## config.mk

```make
export PLATFORM = sky130hd
export DESIGN_NAME = fp_unit_arbiter
export DESIGN_NICKNAME = d
export VERILOG_FILES = /design/src/rtl/fp_unit_arbiter.sv
export SDC_FILE = /design/constraint.sdc
export NUM_CORES = 1
export LEC_CHECK = 0
export CORE_AREA = 2 2 158 160
export DETAILED_ROUTE_END_ITERATION = 8
export DIE_AREA = 0 0 160 162
export SLEW_MARGIN = 20
export SYNTH_ARGS = -nofsm -noshare
export SYNTH_HDL_FRONTEND = slang
export SYNTH_SLANG_ARGS = --single-unit
```

## constraint.sdc

```tcl
create_clock -name clk -period 3.23 [get_ports clk]
set_input_delay 0.646 -clock clk [delete_from_list [all_inputs] [get_ports clk]]
set_output_delay 0.646 -clock clk [all_outputs]
set_load 0.005 [all_outputs]
```

## src/rtl/fp_unit_arbiter.sv

```systemverilog
// Round-robin arbiter sharing one fixed-latency, non-stallable FP unit between requesters.
// A {valid, id} tag pipe matched to the unit latency returns each result with its requester ID.
module fp_unit_arbiter #(
  parameter int unsigned NUM_REQ = 4,
  parameter int unsigned ID_W    = 2,
  parameter int unsigned LATENCY = 1,
  parameter int unsigned CNT_W   = 3
) (
  input  logic                  clk,
  input  logic                  areset,
  input  logic                  en,
  input  logic [NUM_REQ-1:0]    req_valid,
  input  logic [NUM_REQ*32-1:0] req_a,
  input  logic [NUM_REQ*32-1:0] req_b,
  output logic [NUM_REQ-1:0]    req_ready,
  output logic [31:0]           unit_a,
  output logic [31:0]           unit_b,
  input  logic [31:0]           unit_q,
  output logic                  resp_valid,
  output logic [ID_W-1:0]       resp_id,
  output logic [31:0]           resp_data,
  output logic [CNT_W-1:0]      inflight,
  output logic                  idle
);

  logic [ID_W-1:0]                ptr_q, ptr_d;
  logic [LATENCY-1:0]             vld_q, vld_d;
  logic [LATENCY-1:0][ID_W-1:0]   id_q, id_d;
  logic [CNT_W-1:0]               inflight_q, inflight_d;

  logic                           grant_found;
  logic [ID_W-1:0]                grant_idx;
  logic                           handshake;

  // Search order starts at ptr and wraps; the first valid requester along that order wins.
  always_comb begin
    grant_found = 1'b0;
    grant_idx   = '0;
    for (int unsigned k = 0; k < NUM_REQ; k++) begin
      for (int unsigned i = 0; i < NUM_REQ; i++) begin
        if (!grant_found && req_valid[i] && (((32'(ptr_q) + k) % NUM_REQ) == i)) begin
          grant_found = 1'b1;
          grant_idx   = ID_W'(i);
        end
      end
    end
  end

  assign handshake = grant_found & en & ~areset;

  always_comb begin
    req_ready = '0;
    unit_a    = '0;
    unit_b    = '0;
    for (int unsigned i = 0; i < NUM_REQ; i++) begin
      if (handshake && (grant_idx == ID_W'(i))) begin
        req_ready[i] = 1'b1;
        unit_a       = req_a[32*i +: 32];
        unit_b       = req_b[32*i +: 32];
      end
    end
  end

  always_comb begin
    ptr_d = ptr_q;
    if (handshake) begin
      ptr_d = ID_W'((32'(grant_idx) + 32'd1) % NUM_REQ);
    end
  end

  always_comb begin
    vld_d    = '0;
    id_d     = '0;
    vld_d[0] = handshake;
    id_d[0]  = grant_idx;
    for (int unsigned k = 1; k < LATENCY; k++) begin
      vld_d[k] = vld_q[k-1];
      id_d[k]  = id_q[k-1];
    end
  end

  assign resp_valid = vld_q[LATENCY-1];
  assign resp_id    = id_q[LATENCY-1];
  assign resp_data  = unit_q;

  // Issue and retire in the same cycle leave the count unchanged.
  always_comb begin
    inflight_d = inflight_q;
    if (handshake && !resp_valid) begin
      inflight_d = inflight_q + CNT_W'(1);
    end else if (!handshake && resp_valid) begin
      inflight_d = inflight_q - CNT_W'(1);
    end
  end

  assign inflight = inflight_q;
  assign idle     = (inflight_q == '0) && (req_valid == '0);

  always_ff @(posedge clk) begin
    if (areset) begin
      ptr_q      <= '0;
      vld_q      <= '0;
      id_q       <= '0;
      inflight_q <= '0;
    end else begin
      ptr_q      <= ptr_d;
      vld_q      <= vld_d;
      id_q       <= id_d;
      inflight_q <= inflight_d;
    end
  end

endmodule
```

Word-level counts from Yosys, hierarchy flattened
Cells that the tools add are included.
{"block": "classes", "addsub": 6, "bitwise": 3, "n_mux": 45, "eq_ne": 15, "n_reduce_logical": 63}
{"operator": "$mux W32", "n": 8}
{"operator": "$logic_not A32 Y1", "n": 4}
{"operator": "$logic_and A1 B1 Y1", "n": 38}
{"operator": "$mux W2", "n": 14}
{"operator": "$mux W1", "n": 21}
{"operator": "$eq A2 B2 Y1 const B", "n": 10}
{"operator": "$logic_not A1 Y1", "n": 17}
{"operator": "$eq A2 B1 Y1 const B", "n": 5}
{"operator": "$mux W3", "n": 2}
{"operator": "$add A2 B1 Y2 const B", "n": 2}
{"operator": "$add A2 B2 Y2 const B", "n": 2}
{"operator": "$logic_not A4 Y1", "n": 1}
{"operator": "$add A3 B1 Y3 const B", "n": 1}
{"operator": "$logic_not A3 Y1", "n": 1}
{"operator": "$sub A3 B1 Y3 const B", "n": 1}
{"operator": "$and A1 B1 Y1", "n": 2}
{"operator": "$logic_not A2 Y1", "n": 1}
{"operator": "$reduce_bool A2 Y1", "n": 1}
{"operator": "$not A1 Y1", "n": 1}
{"block": "word_totals", "elab_cells": 136, "inputBits": 295, "register_bits": 8, "out_inout_bits": 107}

Logic depth before layout (Yosys ltp)
Gate-level depths: netlist (run 1).
{"block": "depth", "depth_word": 70, "mapped_depth": 10}

Least setup slack after synthesis (run 1)
OpenSTA, ideal clock, no wires.
{"block": "synth_timing", "kind": "in2out", "start": "input port req_valid[2]", "end": "output port unit_a[0]", "path_slack_ns": 0.083, "arrival_ns": 2.501, "n_path_buf": 2, "stages": 9, "required_ns": 2.584, "cell_sequence": "nor2b_1 o21a_1 or3_1 ha_1 or2_2 buf_2 clkbuf_1 a221oi_1 nor4_1"}
{"block": "synth_between", "elab_chain_cells": 62, "elab_cells_between_ends": 83, "cone_classes": "eq/ne (3); mux (32); bitwise (2); reduce/logical (46)"}
{"element": "from (decl)", "line": "12", "rtl": "input logic [NUM_REQ-1:0] req_valid,"}
{"element": "$logic_and A1 B1 Y1 (2 in series)", "line": "41", "rtl": "if (!grant_found && req_valid[i] && (((32'(ptr_q) + k) % NUM_REQ) == i)) begin"}
{"element": "$mux W1", "line": "41"}
{"element": "$logic_not A1 Y1", "line": "41"}
{"element": "$logic_and A1 B1 Y1 (2 in series)", "line": "41"}
{"element": "$mux W1", "line": "41"}
{"element": "$logic_not A1 Y1", "line": "41"}
{"element": "$logic_and A1 B1 Y1 (2 in series)", "line": "41"}
{"element": "$mux W1", "line": "41"}
{"element": "[... 39 more ...]"}
{"element": "$mux W1", "line": "41"}
{"element": "$logic_not A1 Y1", "line": "41"}
{"element": "$logic_and A1 B1 Y1 (2 in series)", "line": "41"}
{"element": "$mux W1", "line": "41"}
{"element": "$and A1 B1 Y1 (2 in series)", "line": "49", "rtl": "assign handshake = grant_found & en & ~areset;"}
{"element": "$logic_and A1 B1 Y1", "line": "56", "rtl": "if (handshake && (grant_idx == ID_W'(i))) begin"}
{"element": "$mux W32 (3 in series)", "line": "56"}
{"element": "$mux W32 (*)", "line": "56"}
{"element": "to (decl)", "line": "16", "rtl": "output logic [31:0] unit_a,"}
Every way passes the cells marked *; elsewhere a longest branch is shown, timed or not.

Final worst setup path (run 1)
{"block": "layout_timing", "start": "input port req_valid[0]", "end": "output port unit_a[2]"}
{"block": "layout_between", "elab_chain_cells": 69, "elab_cells_between_ends": 91, "cone_classes": "eq/ne (3); mux (35); bitwise (2); reduce/logical (51)"}
{"element": "$logic_and A1 B1 Y1", "line": "41"}
{"element": "$mux W1", "line": "41"}
{"element": "$logic_not A1 Y1", "line": "41"}
{"element": "$logic_and A1 B1 Y1 (2 in series)", "line": "41"}
{"element": "$mux W1", "line": "41"}
{"element": "$logic_not A1 Y1", "line": "41"}
{"element": "$logic_and A1 B1 Y1 (2 in series)", "line": "41"}
{"element": "$mux W1", "line": "41"}
{"element": "[... 47 more ...]"}
{"element": "$mux W1", "line": "41"}
{"element": "$logic_not A1 Y1", "line": "41"}
{"element": "$logic_and A1 B1 Y1 (2 in series)", "line": "41"}
{"element": "$mux W1", "line": "41"}
{"element": "$and A1 B1 Y1 (2 in series)", "line": "49"}
{"element": "$logic_and A1 B1 Y1", "line": "56"}
{"element": "$mux W32 (3 in series)", "line": "56"}
{"element": "$mux W32 (*)", "line": "56"}
Marks and branches as above.

==> summary by stage, run 1 <==
Status
The flow ran to the end, but the final reports show violations. The checks that failed: negative setup slack.

STA
For the pin with the worst max-slew slack, the measured transition is 421 ps. Setup repair after global routing could not meet its margin everywhere. Based on the critical path, the design can be clocked at up to 296 MHz.

The headroom to the max-slew limit is 71.2%. The final clock period utilization by the worst path is 105%. Clock skew on the completed layout was measured at 0.184 ps. The number of hold violations in the final report is 0. The max-slew violation count is 0. The final critical-path required period is 3380 ps. The worst setup margin is -148 ps. Setup violations remaining at the end of the flow were counted as 46.

Drt
Detailed routing inserted a total of 4971 vias. The first detailed-routing pass ran for 5 iterations. In this run the remaining antenna-violating nets after routing total 0. Dividing the detail-routed via count by the number of cells gives 4.49. The routed wirelength normalized by instance count is 20.0 um. After the first detailed-routing iteration, the DRC count stood at 169. For this run, design rule violations remaining after detail routing come to 0. The post-detailed-routing wire length is 22100 um.

Layout
The share of final-layout standard cells stronger than drive strength 1 is 39.3%. The final antenna diode count is 0. Compared with the post-synthesis result, the final layout area differs by 200%. Counting the fill cells in the layout gives 2431. Once layout is done, the placed cells without fillers occupy 8580 sq um. The number of cells in the finished layout apart from fillers is 1107. Registers take 160 sq um.

The footprint of the multi-input gates is 3300 sq um. The number of nets in the final layout is 1086.

Setup path
STA classifies the critical path startpoint as an input port. The worst register-to-register path has a setup slack of 1600 ps. STA classifies the critical path endpoint as an output pin.

The required time at the endpoint of the critical path is 2580 ps. The launching element of the worst setup path is req_valid[0]. The endpoint identified for the worst register-to-register timing path is inflight[2]. The largest fanout of any net on the critical path is 5.

The critical path data arrival time is 2730 ps. Counting cells, the worst reg-to-reg path comes to 7. The kind of critical path is input port to output pin.

The worst register-to-register path begins at resp_valid.

Power and ir drop
The power share of the combinational group is 87.3%. For this design the total switching power over the nets is 1.02 mW. The reported leakage power is 3.22 nW. The fraction of power spent switching nets is 39.0%. The sequential group share of total power is 4.9%. The clock network burns 7.8% of the power. The power per unit of standard cell area is 304 nW/um^2.

Cell internal power was estimated by the tool at 1.59 mW. IR analysis of the VDD net gives a maximum drop of 156 uV.

Floorplan
The overall die area is 25900 sq um. The floorplan step set the die height to 162 um. The count of pins on the block boundary is 402. The region available for standard cell placement spans 24100 sq um.

For this configuration, the core starts out at a cell density of 11.8%. The horizontal die dimension is 160 um. The standard-cell row count is 57.

Clocking
The CTS root buffer is sky130_fd_sc_hd__clkbuf_16. The clock reaches the later pin of the worst-skew pair after 230 ps. No sink is reached through more buffers than the 2 on the longest clock path.

Clock-pin slew was measured on the worst setup and hold paths at 40 ps. The H-tree depth reported by CTS is 1. The total CTS buffers is 3. The tree built by TritonCTS fans out to 8 sinks. The TritonCTS clock tree is built.

Yosys
The sequential-to-total area share from yosys stat is 5.61%. The number of distinct standard cells referenced by the synthesized netlist is 35. The commonest register cell after synthesis is sky130_fd_sc_hd__dfxtp_1.

For this run, asynchronously set or reset flops after synthesis account for 0%. The synthesized instance count is 399. The number of warnings issued by yosys is 0. Sorting the synthesized cells by area gives the leading types as sky130_fd_sc_hd__a221oi_1 (20%), sky130_fd_sc_hd__nor3b_1 (16%), sky130_fd_sc_hd__nor2b_1 (14%). After synthesis, the largest area contributor takes up 19.6% of total cell area.

The post-synth design cell area is 2850 sq um. Counting flops and latches in the post-synthesis netlist gives 8. The dominant cell type by area after synthesis is sky130_fd_sc_hd__a221oi_1.

The mean post-synth cell area is 7.15 sq um. When the netlist entered floorplanning its net count stood at 700. In this run, synthesis inferred 0 flip-flops with an integrated enable.

GRT
The number of antenna violations at the first check in global routing is 0. For this run the aggregate overflow at the end of global routing stands at 0. Entering global routing, the biggest net connects 37 pins.

Global routing consumed, over all layers together, 15.7% of the routing resources. The via count of the first global-routing pass is 5318. The first-pass GRT wire length is 31500 um.

Worst hold path
The number of stages on the worst hold path is 2. In this run the most critical hold path is launched from inflight[2]. The worst hold path belongs to the class flop to flop. The worst hold path terminates at inflight[2].

Placed design
The count of input and output buffers is 337. At the end of routability-driven placement, the weighted congestion stood at 0.869. The area of placed instances is 6930 sq um.

Prior to clock tree synthesis, the placed netlist has a worst setup slack of -954 ps. Summed over all nets, the half-perimeter wirelength after detailed placement is 14400 um. The number of placed instances, taps included, is 1058.

Run
The max-capacitance violation count is 0.
## sequential cells by signal, summed over array words and instances (netlist names)
signal / cells
ptr_q: 2
resp_valid: 1
resp_id: 2
inflight: 3
## worst max-delay path: stages
cell and delay [ps]:
sky130_fd_sc_hd__buf_6 90, sky130_fd_sc_hd__buf_6 120, sky130_fd_sc_hd__nand2b_4 90, sky130_fd_sc_hd__a21oi_4 70, sky130_fd_sc_hd__or3_4 400, sky130_fd_sc_hd__ha_4 170, sky130_fd_sc_hd__or2_4 300, sky130_fd_sc_hd__buf_12 150
sky130_fd_sc_hd__buf_12 140, sky130_fd_sc_hd__buf_8 130, sky130_fd_sc_hd__a221oi_4 190, sky130_fd_sc_hd__nor4_2 70, sky130_fd_sc_hd__buf_2 140
## routing by layer
metal / track usage (%) / part of all wire (%) / up-vias / wire, um
li1: - / - / 2321 / -
met1: 17.5 / 38 / 2325 / 8400
met2: 29.9 / 52 / 269 / 11500
met3: 2.66 / 6.3 / 56 / 1400
met4: 5.98 / 3.5 / 0 / 773
met5: 0 / 0 / - / 0
## per-stage QoR
| stage | hold WS (ps) | TNS, ps | utilization, % | power (mW) |
|---|---|---|---|---|
| 3_3_place_gp | 479 | -53760 | 28.8 | 1.59 |
| 2_1_floorplan | 448 | 0 | - | 0.716 |
| 4_1_cts | 515 | -3850 | 33.8 | 2.45 |
| 3_5_place_dp | 512 | -54250 | 28.8 | 1.59 |
| 5_1_grt | 569 | -8050 | 35.6 | 2.76 |
| 6_report | 517 | -4000 | 35.6 | 2.61 |
## cell families after synthesis
kind of cell	synth area share, %
AO/OA/AOI/OAI	22.6
AND/OR/NAND/NOR	49.9
multiplexers	1.05
adder cells (fa/ha/maj)	2.89
buffers and inverters	17.4
XOR/XNOR	0.614
flip-flops	5.61
## synth_stat cells (all sizes together) (2+ instances only)
cell type and n:
nor2 3, inv 7, buf 43, nand2 2
ha 5, or3 2, mux2i 3, xor2 2
nor4 65, nand2b 4, a21oi 4, nor3 3
a221oi 64, clkbuf 38, dfxtp 8, nand3 2
nor3b 62, nor2b 66, and2 4
## worst max path at each step
stage,endpoint,slack (ps),cells after the start
after floorplan,unit_a[0],80,9
after global placement,unit_b[13],-960,14
after detailed placement,unit_b[1],-950,10
after CTS,unit_a[2],-150,13
after global routing,unit_b[7],-220,12
final,unit_a[2],-150,13
## power groups by stage
| stage | sequential [mW] | combinational (mW) | clock (mW) |
|---|---|---|---|
| CTS | 0.125 | 2.12 | 0.208 |
| floorplan | 0.124 | 0.592 | 0 |
| finish | 0.127 | 2.28 | 0.205 |
| detailed placement | 0.125 | 1.46 | 0 |
| global placement | 0.124 | 1.46 | 0 |
| global route | 0.128 | 2.41 | 0.216 |
## what timing repair did
item	4_1_cts	5_1_grt
setup buffers	27	16
cloned	13	1
pin swaps	62	44
endpoints found under the setup margin	69	66
resized for setup	434	58
hold buffers	0	0
## layout make-up
class / count / share of cell area (%)
inverter: 7 / 0.306
tap: 324 / 4.73
sequential: 8 / 1.87
multi-input combinational: 303 / 38.5
clock buffer: 3 / 0.875
timing repair buffer: 462 / 53.7
## layout by cell type (no fill, tap or decap), types with 2 or more instances in the layout
cell and n:
sky130_fd_sc_hd__nor2_1 2, sky130_fd_sc_hd__buf_8 13, sky130_fd_sc_hd__nand2b_1 2, sky130_fd_sc_hd__buf_16 8, sky130_fd_sc_hd__nor3b_2 2, sky130_fd_sc_hd__nor2b_4 5
sky130_fd_sc_hd__dfxtp_1 8, sky130_fd_sc_hd__a221oi_2 32, sky130_fd_sc_hd__nor4_4 2, sky130_fd_sc_hd__nor3_2 2, sky130_fd_sc_hd__nor3b_1 60, sky130_fd_sc_hd__nor4_2 22
sky130_fd_sc_hd__nor2b_1 61, sky130_fd_sc_hd__nand2b_4 2, sky130_fd_sc_hd__inv_1 6, sky130_fd_sc_hd__a21oi_4 2, sky130_fd_sc_hd__dlymetal6s2s_1 2, sky130_fd_sc_hd__and2_1 4
sky130_fd_sc_hd__buf_6 23, sky130_fd_sc_hd__clkbuf_16 4, sky130_fd_sc_hd__buf_2 64, sky130_fd_sc_hd__buf_12 17, sky130_fd_sc_hd__nand2_1 2, sky130_fd_sc_hd__ha_4 4
sky130_fd_sc_hd__a21oi_1 2, sky130_fd_sc_hd__clkdlybuf4s50_1 267, sky130_fd_sc_hd__mux2i_1 3, sky130_fd_sc_hd__bufbuf_16 2, sky130_fd_sc_hd__nor4_1 41, sky130_fd_sc_hd__xor2_1 2
sky130_fd_sc_hd__a221oi_4 32, sky130_fd_sc_hd__buf_4 64
(Power assumes the default switching activity.)
==> inputs of run 2 (changes only) <==
--- a/config.mk
+++ b/config.mk
@@ -8,6 +8,7 @@
 export CORE_AREA = 2 2 158 160
 export DETAILED_ROUTE_END_ITERATION = 8
 export DIE_AREA = 0 0 160 162
+export SETUP_SLACK_MARGIN = 0.2
 export SLEW_MARGIN = 20
 export SYNTH_ARGS = -nofsm -noshare
 export SYNTH_HDL_FRONTEND = slang
==> summary by stage, run 2 (synthesized netlist as in run 1, its figures left out) <==
Power and ir drop
The maximum ir drop on the vdd rail is 127 uV. Dividing total power by cell area gives a power density of 313 nW/um^2. After layout, the design draws a total of 2.77 mW. The analysis attributes to cell leakage a power of 3.38 nW.

Placed design
At the end of routability-driven placement, the weighted congestion stood at 0.850. Counting tap cells, the placed design contains a total of 1055 instances. The area of placed instances is 6930 sq um. Port buffering added 337 buffers. Summed over all nets, the half-perimeter wirelength after detailed placement is 14300 um.

Setup path
On the critical path, the stage with the largest delay is an instance of sky130_fd_sc_hd__or3_4. By startpoint and endpoint, the worst setup path is classified as input port to output pin. The cell with the most instances on the worst path is sky130_fd_sc_hd__buf_6.

The kind of cell with the highest combined delay on the critical path is buffers and inverters. The largest fanout of any net on the critical path is 7. The kind of end point of the critical path is an output pin. Walking the worst path, the cells encountered are buf_8 -> nor2b_4 -> o21a_1 -> or3_4 -> buf_6 -> ha_4 -> nor2b_4 -> buf_12 -> buf_12 -> buf_6 -> buf_8 -> buf_6 -> a221oi_2 -> nor4_1 -> buf_2.

The critical path startpoint category is an input port. The buffer and inverter count on the worst path is 8. STA puts the critical path data arrival time at 2820 ps. STA puts the critical path data required time at 2580 ps. On the worst path, the slowest cell contributes a delay of 340 ps.

Clocking
The tree built by TritonCTS fans out to 8 sinks. Hold repair after CTS inserted 0 buffers. In this run the number of H-tree levels came out at 1.

No sink is reached through more buffers than the 2 on the longest clock path. In this run, CTS created clock tree buffers numbering 3. The latest clock arrival within the worst-skew pair is 230 ps.

After clock tree synthesis, the clock-pin slew on the worst setup and hold paths is 40 ps. Clock tree synthesis selected as its root buffer the cell sky130_fd_sc_hd__clkbuf_16. TritonCTS built the clock tree.

Layout
The register with the most flip-flops in the layout has 3 of them. The filler cell count in the final layout is 2413. The most common cell after layout, fill and taps aside is sky130_fd_sc_hd__clkdlybuf4s50_1. The number of cells in the finished layout apart from fillers is 1127.

The top cell types in the final layout, fill and taps aside, are sky130_fd_sc_hd__clkdlybuf4s50_1 (264), sky130_fd_sc_hd__nor2b_1 (63), sky130_fd_sc_hd__buf_4 (63). The area growth from synthesis to layout is 209%. For this run, the share of the core covered by cells in the final layout is 36.6%. The number of nets in the final layout is 1106.

The final antenna diode count is 0. Of the cells placed in the final design, the portion with a size suffix greater than 1 is 39.4%. After routing the design area is 8820 sq um.

Status
The flow ran to the end, but the final reports show violations. The checks that failed: negative setup slack.

Run
The max-capacitance violation count is 0.

Drt
Wires add up to 22800 um. The average via count per standard cell is 4.54. The number of design-rule violations left by the first detailed-router iteration is 229. The routed wirelength normalized by instance count is 20.2 um. The count of unresolved DRC violations after routing is 0.

The number of antenna-violating nets in the routed design is 0. The number of optimization iterations in the first detailed-route pass is 4. The routed layout has 5115 vias.

Floorplan
The count of pins on the block boundary is 402. The core region area is 24100 sq um. The y dimension of the die is 162 um. The initialized floorplan defines 57 standard-cell rows. The effective utilization at floorplan is 11.8%. The overall die area is 25900 sq um.

The die is 160 um wide.

STA
Summed over all failing endpoints, the final setup total negative slack is -8290 ps. The headroom to the max-slew limit is 73.1%. The max-slew violation count was 0. The final clock skew is 0.509 ps. Setup repair after global routing could not meet its margin everywhere. Setup violations remaining at the end of the flow were counted as 64. The final critical-path required period is 3460 ps.

The fmax is 289 MHz. For the pin with the worst max-slew slack, the measured transition is 403 ps. The number of hold violations in the final report was 0.

Of the available clock period, the critical path in the final layout requires 107%. Setup slack on the critical path of the routed design comes to -234 ps.

Worst hold path
The min-delay analysis places its worst path in the category flop to flop.

GRT
The number of antenna violations at the first check in global routing was 1. Global routing consumed, over all layers together, 14.3% of the routing resources. The first global-routing pass estimated 29400 um of wire. For this run the aggregate overflow at the end of global routing stands at 0. The largest net degree at the start of global routing is 55.

The via count of the first global-routing pass is 5271.
-- run 2: changes by cell type in the layout (fill, tap and decap cells not counted), moves of 3 or more --
cell / change
sky130_fd_sc_hd__buf_2: -16
sky130_fd_sc_hd__buf_6: +13
sky130_fd_sc_hd__clkbuf_2: +10
sky130_fd_sc_hd__clkbuf_16: +8
sky130_fd_sc_hd__a221oi_2: +7
sky130_fd_sc_hd__a221oi_4: -7
sky130_fd_sc_hd__buf_12: +5
sky130_fd_sc_hd__nor4_1: +5
sky130_fd_sc_hd__clkdlybuf4s50_1: -3
sky130_fd_sc_hd__nor4_2: -3
-- run 2: layout make-up --
cell class                      count  area, sq um  share of cell area, %
Inverter                            7         26.3                  0.298
Timing Repair Buffer              482         5030                   57.0
Multi-Input combinational cell    303         3130                   35.5
Tap cell                          324          405                   4.59
Clock buffer                        3         75.1                  0.851
Sequential cell                     8          160                   1.82
-- run 2: path summary, 6_finish.rpt --
check | startpoint | cells after the start | slack, ps | endpoint
min | inflight[2] | 2 | 520 | inflight[2]
max | req_valid[0] | 15 | -230 | unit_a[29]
max reg2reg | resp_valid | 7 | 1580 | inflight[2]
min reg2reg | inflight[2] | 2 | 520 | inflight[2]
-- run 2: timing repair --
action	in CTS	in global routing
pin swaps	49	64
endpoints found under the setup margin	69	66
setup buffers	25	27
gates resized for setup	335	137
gates cloned	7	10
-- run 2: power breakdown --
group	total, mW	internal [mW]	switching (mW)
clock network	0.205	0.159	0.0458
registers	0.126	0.112	0.0140
logic	2.44	1.45	0.982
-- run 2: metal layers --
layer | wire length, um | share of wire, % | vias to the layer above | track usage, %
li1 | - | - | 2355 | -
met3 | 1380 | 6.1 | 56 | 2.94
met2 | 11500 | 50 | 274 | 26.4
met1 | 9120 | 40 | 2430 | 16.0
met4 | 825 | 3.6 | 0 | 6.10
met5 | 0 | 0 | - | 0
-- run 2: worst reg2reg max path, delay by kind of cell (launching register included) --
family                   cells  cell delay [ps]
AO/OA/AOI/OAI                1              150
XOR/XNOR                     1              170
adder cells (fa/ha/maj)      2              540
buffers and inverters        2              120
flip-flops                   1              310
AND/OR/NAND/NOR              1              300
-- run 2: metrics by stage --
stage          worst slack, ps  hold slack, ps
6_report                  -234             521
5_1_grt                   -319             556
4_1_cts                   -435             529
3_5_place_dp              -951             503
3_3_place_gp              -896             485
2_1_floorplan              213             448
